--- config.mk ---
export PLATFORM = sky130hd
export DESIGN_NAME = chunked_seq_adder_flat
export DESIGN_NICKNAME = d
export VERILOG_FILES = /design/src/rtl/chunked_seq_adder_if.sv /design/src/rtl/chunked_seq_adder.sv /design/src/flat_wrapper.sv
export SDC_FILE = /design/constraint.sdc
export NUM_CORES = 1
export LEC_CHECK = 0
export CORE_ASPECT_RATIO = 0.7
export CORE_UTILIZATION = 54
export CTS_BUF_LIST = sky130_fd_sc_hd__clkbuf_4 sky130_fd_sc_hd__clkbuf_8
export CTS_CLUSTER_DIAMETER = 120
export DETAILED_ROUTE_END_ITERATION = 10
export GPL_ROUTABILITY_DRIVEN = 1
export HOLD_SLACK_MARGIN = 0.12
export PLACE_DENSITY_LB_ADDON = 0.05
export SYNTH_ARGS = -nofsm -noshare
export SYNTH_HDL_FRONTEND = slang
export SYNTH_SLANG_ARGS = --single-unit
--- constraint.sdc ---
create_clock -name clk -period 3.3 [get_ports clk]
set_input_delay 0.33 -clock clk [delete_from_list [all_inputs] [get_ports clk]]
set_output_delay 0.33 -clock clk [all_outputs]
set_load 0.02 [all_outputs]
--- src/rtl/chunked_seq_adder_if.sv ---
// Handshake/operand bundle for chunked_seq_adder.
// The sub signal exists only when CHUNKED_SEQ_ADDER_SUB_EN is defined.
interface chunked_seq_adder_if #(
    parameter int WIDTH = 16
);
    logic             start;
    logic [WIDTH-1:0] a;
    logic [WIDTH-1:0] b;
    logic             cin;
`ifdef CHUNKED_SEQ_ADDER_SUB_EN
    logic             sub;
`endif
    logic             busy;
    logic             done;
    logic [WIDTH-1:0] sum;
    logic             cout;

`ifdef CHUNKED_SEQ_ADDER_SUB_EN
    modport master (output start, a, b, cin, sub, input busy, done, sum, cout);
    modport slave  (input start, a, b, cin, sub, output busy, done, sum, cout);
`else
    modport master (output start, a, b, cin, input busy, done, sum, cout);
    modport slave  (input start, a, b, cin, output busy, done, sum, cout);
`endif
endinterface

--- src/rtl/chunked_seq_adder.sv ---
// Multi-cycle adder: CHUNK bits per clock with a registered inter-chunk carry.
// Optional subtract mode (a + ~b + 1) enabled by CHUNKED_SEQ_ADDER_SUB_EN.
//
// state | meaning
// IDLE  | waiting for start
// RUN   | one chunk processed per edge, busy=1
// DONE  | done=1 for one cycle; start here re-launches back-to-back
module chunked_seq_adder #(
    parameter int WIDTH = 16,
    parameter int CHUNK = 4
) (
    input logic               clk,
    input logic               rst_n,
    chunked_seq_adder_if.slave bus
);
    localparam int NCHUNK = WIDTH / CHUNK;
    localparam int CW     = (NCHUNK > 1) ? $clog2(NCHUNK) : 1;
    localparam logic [CW-1:0] LAST = CW'(NCHUNK - 1);

    typedef enum logic [1:0] {IDLE, RUN, DONE} state_t;

    state_t                       state;
    logic [NCHUNK-1:0][CHUNK-1:0] op_a;
    logic [NCHUNK-1:0][CHUNK-1:0] op_b;
    logic [NCHUNK-1:0][CHUNK-1:0] work;
    logic [NCHUNK-1:0][CHUNK-1:0] work_next;
    logic                         carry;
    logic [CW-1:0]                cnt;
    logic [CHUNK:0]               chunk_res;
    logic                         busy_q;
    logic                         done_q;
    logic [WIDTH-1:0]             sum_q;
    logic                         cout_q;
    logic [WIDTH-1:0]             b_eff;
    logic                         carry_init;

`ifdef CHUNKED_SEQ_ADDER_SUB_EN
    // Subtraction reuses the adder: invert b and force the initial carry.
    assign b_eff      = bus.sub ? ~bus.b : bus.b;
    assign carry_init = bus.sub ? 1'b1 : bus.cin;
`else
    assign b_eff      = bus.b;
    assign carry_init = bus.cin;
`endif

    always_comb begin
        chunk_res      = {1'b0, op_a[cnt]} + {1'b0, op_b[cnt]} + {{CHUNK{1'b0}}, carry};
        work_next      = work;
        work_next[cnt] = chunk_res[CHUNK-1:0];
    end

    always_ff @(posedge clk or negedge rst_n) begin
        if (!rst_n) begin
            state  <= IDLE;
            op_a   <= '0;
            op_b   <= '0;
            work   <= '0;
            carry  <= 1'b0;
            cnt    <= '0;
            busy_q <= 1'b0;
            done_q <= 1'b0;
            sum_q  <= '0;
            cout_q <= 1'b0;
        end else begin
            case (state)
                IDLE, DONE: begin
                    done_q <= 1'b0;
                    if (bus.start) begin
                        op_a   <= bus.a;
                        op_b   <= b_eff;
                        carry  <= carry_init;
                        cnt    <= '0;
                        work   <= '0;
                        busy_q <= 1'b1;
                        state  <= RUN;
                    end else begin
                        state  <= IDLE;
                    end
                end
                RUN: begin
                    work  <= work_next;
                    carry <= chunk_res[CHUNK];
                    cnt   <= cnt + CW'(1);
                    // Outputs only update here, so partial chunks never leak out.
                    if (cnt == LAST) begin
                        sum_q  <= work_next;
                        cout_q <= chunk_res[CHUNK];
                        busy_q <= 1'b0;
                        done_q <= 1'b1;
                        state  <= DONE;
                    end
                end
                default: begin
                    busy_q <= 1'b0;
                    done_q <= 1'b0;
                    state  <= IDLE;
                end
            endcase
        end
    end

    assign bus.busy = busy_q;
    assign bus.done = done_q;
    assign bus.sum  = sum_q;
    assign bus.cout = cout_q;
endmodule

--- src/flat_wrapper.sv ---
// flat-port wrapper written by rule: the top's interface ports become plain ports
module chunked_seq_adder_flat 
#(
    parameter int WIDTH = 16,
    parameter int CHUNK = 4
)
  (clk, rst_n, bus_start, bus_a, bus_b, bus_cin, bus_busy, bus_done, bus_sum, bus_cout);
  chunked_seq_adder_if #(.WIDTH(WIDTH)) bus_i ();
  input logic clk;
  input logic rst_n;
  input wire logic [$bits(bus_i.start)-1:0] bus_start;
  input wire logic [$bits(bus_i.a)-1:0] bus_a;
  input wire logic [$bits(bus_i.b)-1:0] bus_b;
  input wire logic [$bits(bus_i.cin)-1:0] bus_cin;
  output wire logic [$bits(bus_i.busy)-1:0] bus_busy;
  output wire logic [$bits(bus_i.done)-1:0] bus_done;
  output wire logic [$bits(bus_i.sum)-1:0] bus_sum;
  output wire logic [$bits(bus_i.cout)-1:0] bus_cout;
  assign bus_i.start = bus_start;
  assign bus_i.a = bus_a;
  assign bus_i.b = bus_b;
  assign bus_i.cin = bus_cin;
  assign bus_busy = bus_i.busy;
  assign bus_done = bus_i.done;
  assign bus_sum = bus_i.sum;
  assign bus_cout = bus_i.cout;
  chunked_seq_adder #(.WIDTH(WIDTH), .CHUNK(CHUNK)) u_core (.clk(clk), .rst_n(rst_n), .bus(bus_i));
endmodule
Word level (Yosys, flattened, before mapping)
Index checks and enable logic that the tools add are counted.

word-level totals
  bits in registers = 72
  output and inout port bits = 19
  word-level logic and storage cells = 58

operators by class
  mux-type cells = 21
  equal/unequal tests = 5
  reduce and logical (&&, ||, !) cells = 8
  order comparisons = 2
  add/sub/neg operators = 3

operators by type and width
  operator                                                                  number
  16-bit case mux with 2 select lines                                       1
  4-bit binary-select mux with 2-bit select                                 2
  16-bit bitwise mux                                                        1
  16-bit two-way mux                                                        1
  4-bit two-way mux                                                         3
  4-bit demux with 2-bit select                                             1
  2-bit case mux with 2 select lines                                        2
  2-bit AND reduction                                                       4
  1-bit two-way mux                                                         6
  4-bit by 4-bit adder with 5-bit output                                    1
  5-bit by 1-bit adder with 5-bit output                                    1
  2-bit == test (second input constant)                                     2
  2-bit two-way mux                                                         2
  1-bit case mux with 2 select lines                                        2
  2-bit by 3-bit < comparator with 1-bit output (second input constant)     1
  2-bit by 1-bit adder with 2-bit output (second input constant)            1
  2-bit by 1-bit == test with 1-bit output (second input constant)          1
  2-bit by 1-bit >= comparator with 1-bit output (second input constant)    1
  2-bit logical NOT                                                         1
  2-bit by 1-bit inequality test with 1-bit output (second input constant)  1
  2-bit inequality test (second input constant)                             1
  2-bit nonzero test                                                        1
  2-bit OR reduction                                                        1
  1-bit logical AND                                                         1

Longest topological paths before layout
Gate-level depths: netlist (run 1).

  depth in word-level cells = 6
  gate-level depth with buffers = 9
  mapped depth without buffers = 8

Worst setup path after synthesis (run 1)
No wires, ideal clock.

  path kind = reg-to-reg
  start = reg u_core.cnt[0]
  end = reg u_core.work[5] (netlist name)
  cell stages (with the launch flop) = 8
  slack = 0.830 ns
  clock period less this slack = 2.470 ns
  data arrival time = 2.404 ns
  path buffers = 1
  library setup time = 0.066 ns
  path through = dfrtp_1 > buf_4 > mux4_2 > fa_1 > inv_1 > fa_1 > nor2_1 > a22o_1

on the way
  longest elaborated chain between the ends = 6
  elaborated cells between the ends (all ways) = 13
  those cells by class = add/sub (2); order compare (2); mux (8); reduce/logical (1)

ends and longest elaborated chain
  what                                                                                     line                                              source
  start, declared                                                                          chunked_seq_adder.sv:28                           logic [CW-1:0] cnt;
  start signal, assigned                                                                   chunked_seq_adder.sv:83                           cnt <= cnt + CW'(1);
  4-bit binary-select mux with 2-bit select (tied with other cells)                        chunked_seq_adder.sv:47                           chunk_res = {1'b0, op_a[cnt]} + {1'b0, op_b[cnt]} + {{CHUNK{1'b0}}, carry};
  4-bit two-way mux (implied by the code) or 1-bit logical AND (tied branches)             chunked_seq_adder.sv:47, chunked_seq_adder.sv:49
  4-bit by 4-bit adder with 5-bit output or 4-bit two-way mux (tied branches)              chunked_seq_adder.sv:47, chunked_seq_adder.sv:49
  5-bit by 1-bit adder with 5-bit output or 4-bit demux with 2-bit select (tied branches)  --
  16-bit bitwise mux (*)                                                                   chunked_seq_adder.sv:49                           work_next[cnt] = chunk_res[CHUNK-1:0];
  16-bit case mux with 2 select lines (*)                                                  chunked_seq_adder.sv:65                           case (state)
  end signal, assigned                                                                     chunked_seq_adder.sv:81                           work <= work_next;
  end, declared                                                                            chunked_seq_adder.sv:25                           logic [NCHUNK-1:0][CHUNK-1:0] work;

Every way passes the cells marked *; elsewhere a longest branch is shown, timed or not. The select of a mux whose other input is x is not followed.
A chain may end at the register's enable or synchronous reset.

Worst setup path after layout (run 1)
Same ends and word-level chain as after synthesis.

==> results of run 1 <==
## kinds of logic (layout without fill, tap and decap cells)
kind of cell	count (synthesis)	count (layout)	share of synthesized area (%)
simple gates	134	134	18.0
buf+inv	30	85	4.97
fa+ha+maj	9	9	4.09
mux	15	15	8.17
xor+xnor	2	2	0.561
flops	67	67	53.7
compound gates	46	46	10.5
## final cells by class
type                       count  share of cell area (%)
clock buffer                  11                    3.75
clock inverter                 5                    1.36
inverter                      11                    1.20
multi-input combinational    206                    33.4
sequential                    67                    43.4
tap                           72                    2.33
timing repair buffer          58                    14.6
## metal layers
| metal | up-vias | part of all wire (%) |
|---|---|---|
| met3 | 4 | 5.6 |
| met4 | 0 | 0.52 |
| li1 | 1102 | - |
| met1 | 1073 | 52 |
| met2 | 62 | 42 |
| met5 | - | 0 |
## per-stage QoR
step,setup WS [ps],utilization (%),std cells
2_1_floorplan,830,-,303
3_3_place_gp,747,68.0,414
3_5_place_dp,688,68.0,414
4_1_cts,694,71.7,430
5_1_grt,482,71.7,430
6_report,710,71.7,430
## state kept, by name, indices dropped and copies added (netlist names)
name	count
u_core.bus.sum	16
u_core.op_a	16
u_core.op_b	16
u_core.work	12
u_core.cnt	2
u_core.state	2
u_core.bus.busy	1
u_core.bus.cout	1
u_core.carry	1
## power by group through the flow
stage               Clock [W]  Sequential (W)  Combinational (W)
floorplan                   0         0.00147            0.00169
global placement            0         0.00143            0.00230
detailed placement          0         0.00144            0.00235
CTS                  0.000685         0.00143            0.00236
global route         0.000727         0.00147            0.00261
finish               0.000671         0.00143            0.00236
## worst paths after layout
check	end	slack, ps	depth (start not counted)
setup / recovery	u_core.work[5]$_DFFE_PN0P_	710	6
hold / removal	u_core.op_a[0]$_DFFE_PN0P_	180	2
setup reg to reg	u_core.work[5]$_DFFE_PN0P_	710	6
hold reg to reg	u_core.bus.sum[12]$_DFFE_PN0P_	470	2
max in group asynchronous	u_core.bus.sum[15]$_DFFE_PN0P_	2570	2
min in group clk	u_core.bus.sum[12]$_DFFE_PN0P_	470	2
## layout by cell type (no fill, tap or decap), types with 2 or more instances in the layout
master,count
nand2_1,117
dfrtp_1,67
clkdlybuf4s50_1,53
o21ai_0,19
inv_1,10
clkbuf_8,10
mux4_2,8
ha_1,7
mux2i_1,6
nor2_1,6
a22o_1,6
a32o_1,6
buf_4,4
nor3b_1,3
o21ai_2,3
o22a_1,3
o21ai_1,3
clkinv_2,3
nand2b_1,2
fa_1,2
==> impl_metrics.py, run 1 <==
metrics = {
    "global_route": {
        "grt_start_max_net_pins": 68,
        "antenna_found_initial": 0,
        "grt.busiest_layer": "met1",
        "grt_overflow": 0,
        "grt_pass1_wl_mm": 10.7,
        "grt_util_met1_pct": 36.7,
        "grt_use_met3_pct": 6.94,
        "grt_pass1_vias": 2095,
        "grt_use_met2_pct": 31.3,
        "grt_usage_pct": 23.4,
    },
    "drt": {
        "wl_per_cell_um": 14.4,
        "drc": 0,
        "dr_total_vias": 2241,
        "vias_per_cell": 5.21,
        "wl_mm": 6.17,
        "drt_iter0_drc": 122,
        "dr.pass1.iters": 4,
        "ant_nets": 0,
    },
    "synthesis": {
        "yosysMostFrequentCell": "nand2_1",
        "syn_inst": 303,
        "seq_area_frac_synth_pct": 53.7,
        "synthFlopType": "dfrtp_1",
        "netlist_area_um2": 3120,
        "synth_async_sr_flop_share_pct": 100,
        "ys_types": 36,
        "yosysTopAreaCell": "dfrtp_1",
        "synth_top_area_share_pct": 53.7,
        "synth_edf_count": 0,
        "netlist_top_cells_count": "117 x nand2_1, 67 x dfrtp_1, 19 x o21ai_0",
        "ys_ff_latch": 67,
        "yosysWarnings": 0,
        "syn_nets": 348,
        "synth_top_cells_by_area": "dfrtp_1 54%, nand2_1 14%, mux4_2 5.8%, o21ai_0 3.0%, ha_1 2.8%",
        "avgSynthCellArea_um2": 10.3,
    },
    "critical_path": {
        "cp_cell_sequence": "mux4_2 -> fa_1 -> inv_1 -> fa_1 -> nor2_1 -> a22o_1",
        "cp.arrival_ps": 2860,
        "r2r-start": "u_core.cnt[0]$_DFFE_PN0P_",
        "critPathTopFamily": "adder cells",
        "crit_type": "flip-flop to flip-flop",
        "worst_setup_path_start_kind": "flip-flop",
        "path_max_fanout": 7,
        "crit_slowest_cell": "mux4_2",
        "endpoint_kind": "flip-flop",
        "critPathMaxStageDelay_ps": 580,
        "cp_common_cell": "fa_1",
        "path_buf_inv": 1,
        "cp.required_ps": 3570,
        "critPathLaunch": "u_core.cnt[0]$_DFFE_PN0P_",
    },
    "clock_tree": {
        "cts_root_buf": "clkbuf_8",
        "cts_sinks": 67,
        "hold_buffers": 0,
        "clk_pin_slew_ps": 70,
        "cts_resized": 0,
        "htree_levels": 3,
        "cts.path.max_buffers": 2,
        "clk_latency_ps": 330,
        "post-cts-setup-buffers": 0,
        "numCtsBuffers": 9,
        "cts_tree": "built",
    },
    "final_layout": {
        "n_fill_cell": 425,
        "num_antenna_cells": 0,
        "multi_input_area_um2": 1290,
        "seqCellArea_um2": 1680,
        "layout.nets": 398,
        "drive_above_1_share_pct": 11.7,
        "finish.instance_area_um2": 3870,
        "syn2layout_area_growth_pct": 23.8,
    },
    "die": {
        "rows": 22,
        "core-area_um2": 5400,
        "die_x_um": 92.9,
        "die_y_um": 65.6,
        "io_pins": 55,
        "start_util_pct": 57.9,
        "die_area_um2": 6100,
    },
    "pwr": {
        "p_sw_w": 0.00184,
        "seqPwrFrac_pct": 32.0,
        "p_comb_share_pct": 52.9,
        "cellLeakagePower_nw": 1.84,
        "power_switching_share_pct": 41.4,
        "p_per_area_nw_per_um2": 1150,
        "clkPwrFrac_pct": 15.1,
        "max-vdd-ir-drop_v": 0.000643,
        "p_total_w": 0.00446,
        "p_int_w": 0.00261,
    },
    "timing": {
        "whs_ps": 181,
        "timing.fmax_ghz": 0.386,
        "worst_clock_skew_ps": 8.00,
        "fin_crit_ps": 2590,
        "fin_tns_setup_ps": 0,
        "post-route-period-util_pct": 78.5,
        "timing_hold_violations_final": 0,
        "max_slew_margin_pct": 44.4,
        "tightest_slew_ps": 833,
        "maxSlewViolCount": 0,
        "rsz0062_at_grt": "no",
        "setup_violations": 0,
    },
    "placement": {
        "place_area_um2": 3670,
        "place_hpwl_mm": 4.23,
        "routabilityCongestion": 0.784,
        "port_buffers": 54,
    },
    "outcome": {
        "outcome": "complete, no violations",
    },
    "min_path": {
        "hold_path_class": "input pin to async pin",
    },
    "run": {
        "maxCapViolCount": 0,
    },
}
Power figures use the tool's default switching activity.
==> run 2: changes to the inputs <==
Settings changed: CORE_UTILIZATION 54 to 49.
Clock period 3.3 ns to 2.1 ns, I/O delays scaled along.
==> run 2 against run 1 <==
The run now ends with negative setup slack left. Register-to-register slack got worse by 980 ps. Sequential share of layout area down 3.7 points. Clock skew is essentially flat. Worst hold slack better by 200 ps. Maximum frequency rose by 9.3%. Design area increased by 9.4%. Flip-flop and latch count stayed put. Setup slack lost 980 ps. Non-clock buffer count grew 21. Cell count is 5.6% higher. Largest cell class unchanged. Highest routed layer unchanged. Critical path type unchanged. Die area increased by 9.9%. Core utilization decreased by 0.32 points.
==> impl_metrics.py, run 2 (synthesis gave the netlist of run 1 again) <==
metrics = {
    "placement": {
        "place_hpwl_mm": 4.74,
        "routabilityCongestion": 0.877,
        "dp_cells": 428,
        "port_buffers": 54,
    },
    "min_path": {
        "hold_depth": 3,
        "hold_path_class": "input pin to flip-flop",
        "hp-start": "bus_b[7]",
        "hold_end": "u_core.op_b[7]$_DFFE_PN0P_",
    },
    "timing": {
        "post-route-period-util_pct": 113,
        "rsz0062_at_grt": "yes",
        "timing.fmax_ghz": 0.422,
        "worst_slack_ps": -270,
        "max_slew_margin_pct": 61.9,
        "fin_tns_setup_ps": -5090,
        "timing_hold_violations_final": 0,
        "tightest_slew_ps": 571,
        "worst_clock_skew_ps": 8.18,
        "setup_violations": 23,
        "fin_crit_ps": 2370,
        "maxSlewViolCount": 0,
        "whs_ps": 380,
    },
    "critical_path": {
        "worstRegToRegCells": 9,
        "worst_setup_path_start_kind": "flip-flop",
        "cp.required_ps": 2340,
        "crit_slowest_cell": "mux4_2",
        "endpoint_kind": "flip-flop",
        "rrSetupSlack_ps": -270,
        "critPathMaxStageDelay_ps": 490,
        "path_buf_inv": 3,
        "path_max_fanout": 5,
        "cp_cell_sequence": "buf_4 -> buf_6 -> buf_6 -> mux4_2 -> ha_4 -> a21oi_4 -> and3_4 -> nor2_4 -> mux2_4",
        "cp_common_cell": "buf_6",
        "crit_type": "flip-flop to flip-flop",
        "cp.arrival_ps": 2610,
        "r2r-start": "u_core.cnt[0]$_DFFE_PN0P_",
        "critPathTopFamily": "multiplexers",
        "timing.rr.end": "u_core.bus.sum[15]$_DFFE_PN0P_",
    },
    "die": {
        "start_util_pct": 52.7,
        "io_pins": 55,
        "die_area_um2": 6700,
        "core-area_um2": 5930,
        "die_x_um": 97.4,
        "die_y_um": 68.8,
        "rows": 23,
    },
    "final_layout": {
        "layout.nets": 419,
        "final_common_cell": "nand2_1",
        "syn2layout_area_growth_pct": 35.5,
        "drive_above_1_share_pct": 21.4,
        "final_core_util_pct": 71.4,
        "final_cell_mix": "116 x nand2_1, 66 x dfrtp_1, 53 x clkdlybuf4s50_1",
        "num_antenna_cells": 0,
        "finalNonFillerCells": 454,
    },
    "clock_tree": {
        "htree_levels": 3,
        "numCtsBuffers": 9,
        "clk_latency_ps": 350,
        "cts_sinks": 67,
        "clk_pin_slew_ps": 80,
        "cts_tree": "built",
        "cts.path.max_buffers": 2,
        "cts_root_buf": "clkbuf_8",
    },
    "drt": {
        "wl_per_cell_um": 15.5,
        "dr.max_layer_used": "met4",
        "wl_mm": 7.02,
        "drt-met1-wl_mm": 3.51,
        "wl_met3_um": 369,
        "ant_nets": 0,
        "drc": 0,
        "wl_met2_mm": 3.07,
        "dr_total_vias": 2352,
        "drt_iter0_drc": 114,
        "dr.pass1.iters": 4,
        "vias_per_cell": 5.18,
    },
    "global_route": {
        "grt_overflow": 0,
        "grt_pass1_wl_mm": 11.4,
        "grt_usage_pct": 22.4,
        "grt_start_max_net_pins": 34,
        "grt_pass1_vias": 2295,
        "antenna_found_initial": 0,
    },
    "pwr": {
        "max-vdd-ir-drop_v": 0.00112,
        "p_total_w": 0.00875,
        "p_per_area_nw_per_um2": 2070,
        "cellLeakagePower_nw": 1.98,
    },
    "run": {
        "maxCapViolCount": 0,
    },
    "outcome": {
        "outcome": "finished, violations left",
        "violations": "negative setup slack",
    },
}
run 2: changes by cell type in the layout (fill, tap and decap cells not counted), sizes merged:
cell,previous run,this run
bufinv,1,2
buf,5,25
clkinv,4,2
dlygate4sd3,0,1
clkbuf,11,12
run 2: cell type report:
cell class,instances,area (um2)
fill,441,1700
sequential,67,1680
multi-input combinational,206,1430
timing repair buffer,79,748
clock buffer,12,159
tap,75,93.8
clock inverter,4,72.6
inverter,11,46.3
run 2: worst min-delay path: cells and delay by family:
family / cells / cell delay (ps)
simple gates: 2 / 90
buf+inv: 1 / 390
run 2: per-layer routing:
| metal | vias up | track usage (%) |
|---|---|---|
| met5 | - | 0 |
| met4 | 0 | 6.25 |
| met3 | 6 | 6.55 |
| met2 | 64 | 33.6 |
| met1 | 1146 | 32.2 |
| li1 | 1136 | - |
run 2: what timing repair did:
action | 4_1_cts | 5_1_grt
hold buffers | 1 | 0
hold endpoints to repair | 24 | 0
endpoints found under the setup margin | 23 | 23
gates resized for setup | 15 | 14
buffers inserted | 3 | 6
pin swaps | 9 | 15
run 2: power by group:
| part | switching [W] | total, W | internal (W) |
|---|---|---|---|
| clock | 0.000490 | 0.00123 | 0.000745 |
| sequential | 0.000356 | 0.00222 | 0.00187 |
| combinational | 0.00270 | 0.00529 | 0.00259 |
| total | 0.00355 | 0.00875 | 0.00520 |
run 2: worst max-delay path by stage:
stage | from | end | cells past startpoint | slack (ps)
floorplan | u_core.cnt[0]$_DFFE_PN0P_ | u_core.work[10]$_DFFE_PN0P_ | 8 | -240
global placement | u_core.cnt[0]$_DFFE_PN0P_ | u_core.work[6]$_DFFE_PN0P_ | 7 | -200
detailed placement | u_core.cnt[0]$_DFFE_PN0P_ | u_core.bus.sum[15]$_DFFE_PN0P_ | 7 | -250
CTS | u_core.cnt[0]$_DFFE_PN0P_ | u_core.bus.sum[5]$_DFFE_PN0P_ | 7 | -190
global route | u_core.cnt[0]$_DFFE_PN0P_ | u_core.bus.sum[7]$_DFFE_PN0P_ | 10 | -330
finish | u_core.cnt[0]$_DFFE_PN0P_ | u_core.bus.sum[15]$_DFFE_PN0P_ | 9 | -270
run 2: through the flow:
step	instance area, um2	setup WS (ps)
finish	4230	-270
CTS	4130	-189
global placement	3800	-195
floorplan	3170	-238
detailed placement	3800	-252
global route	4230	-332
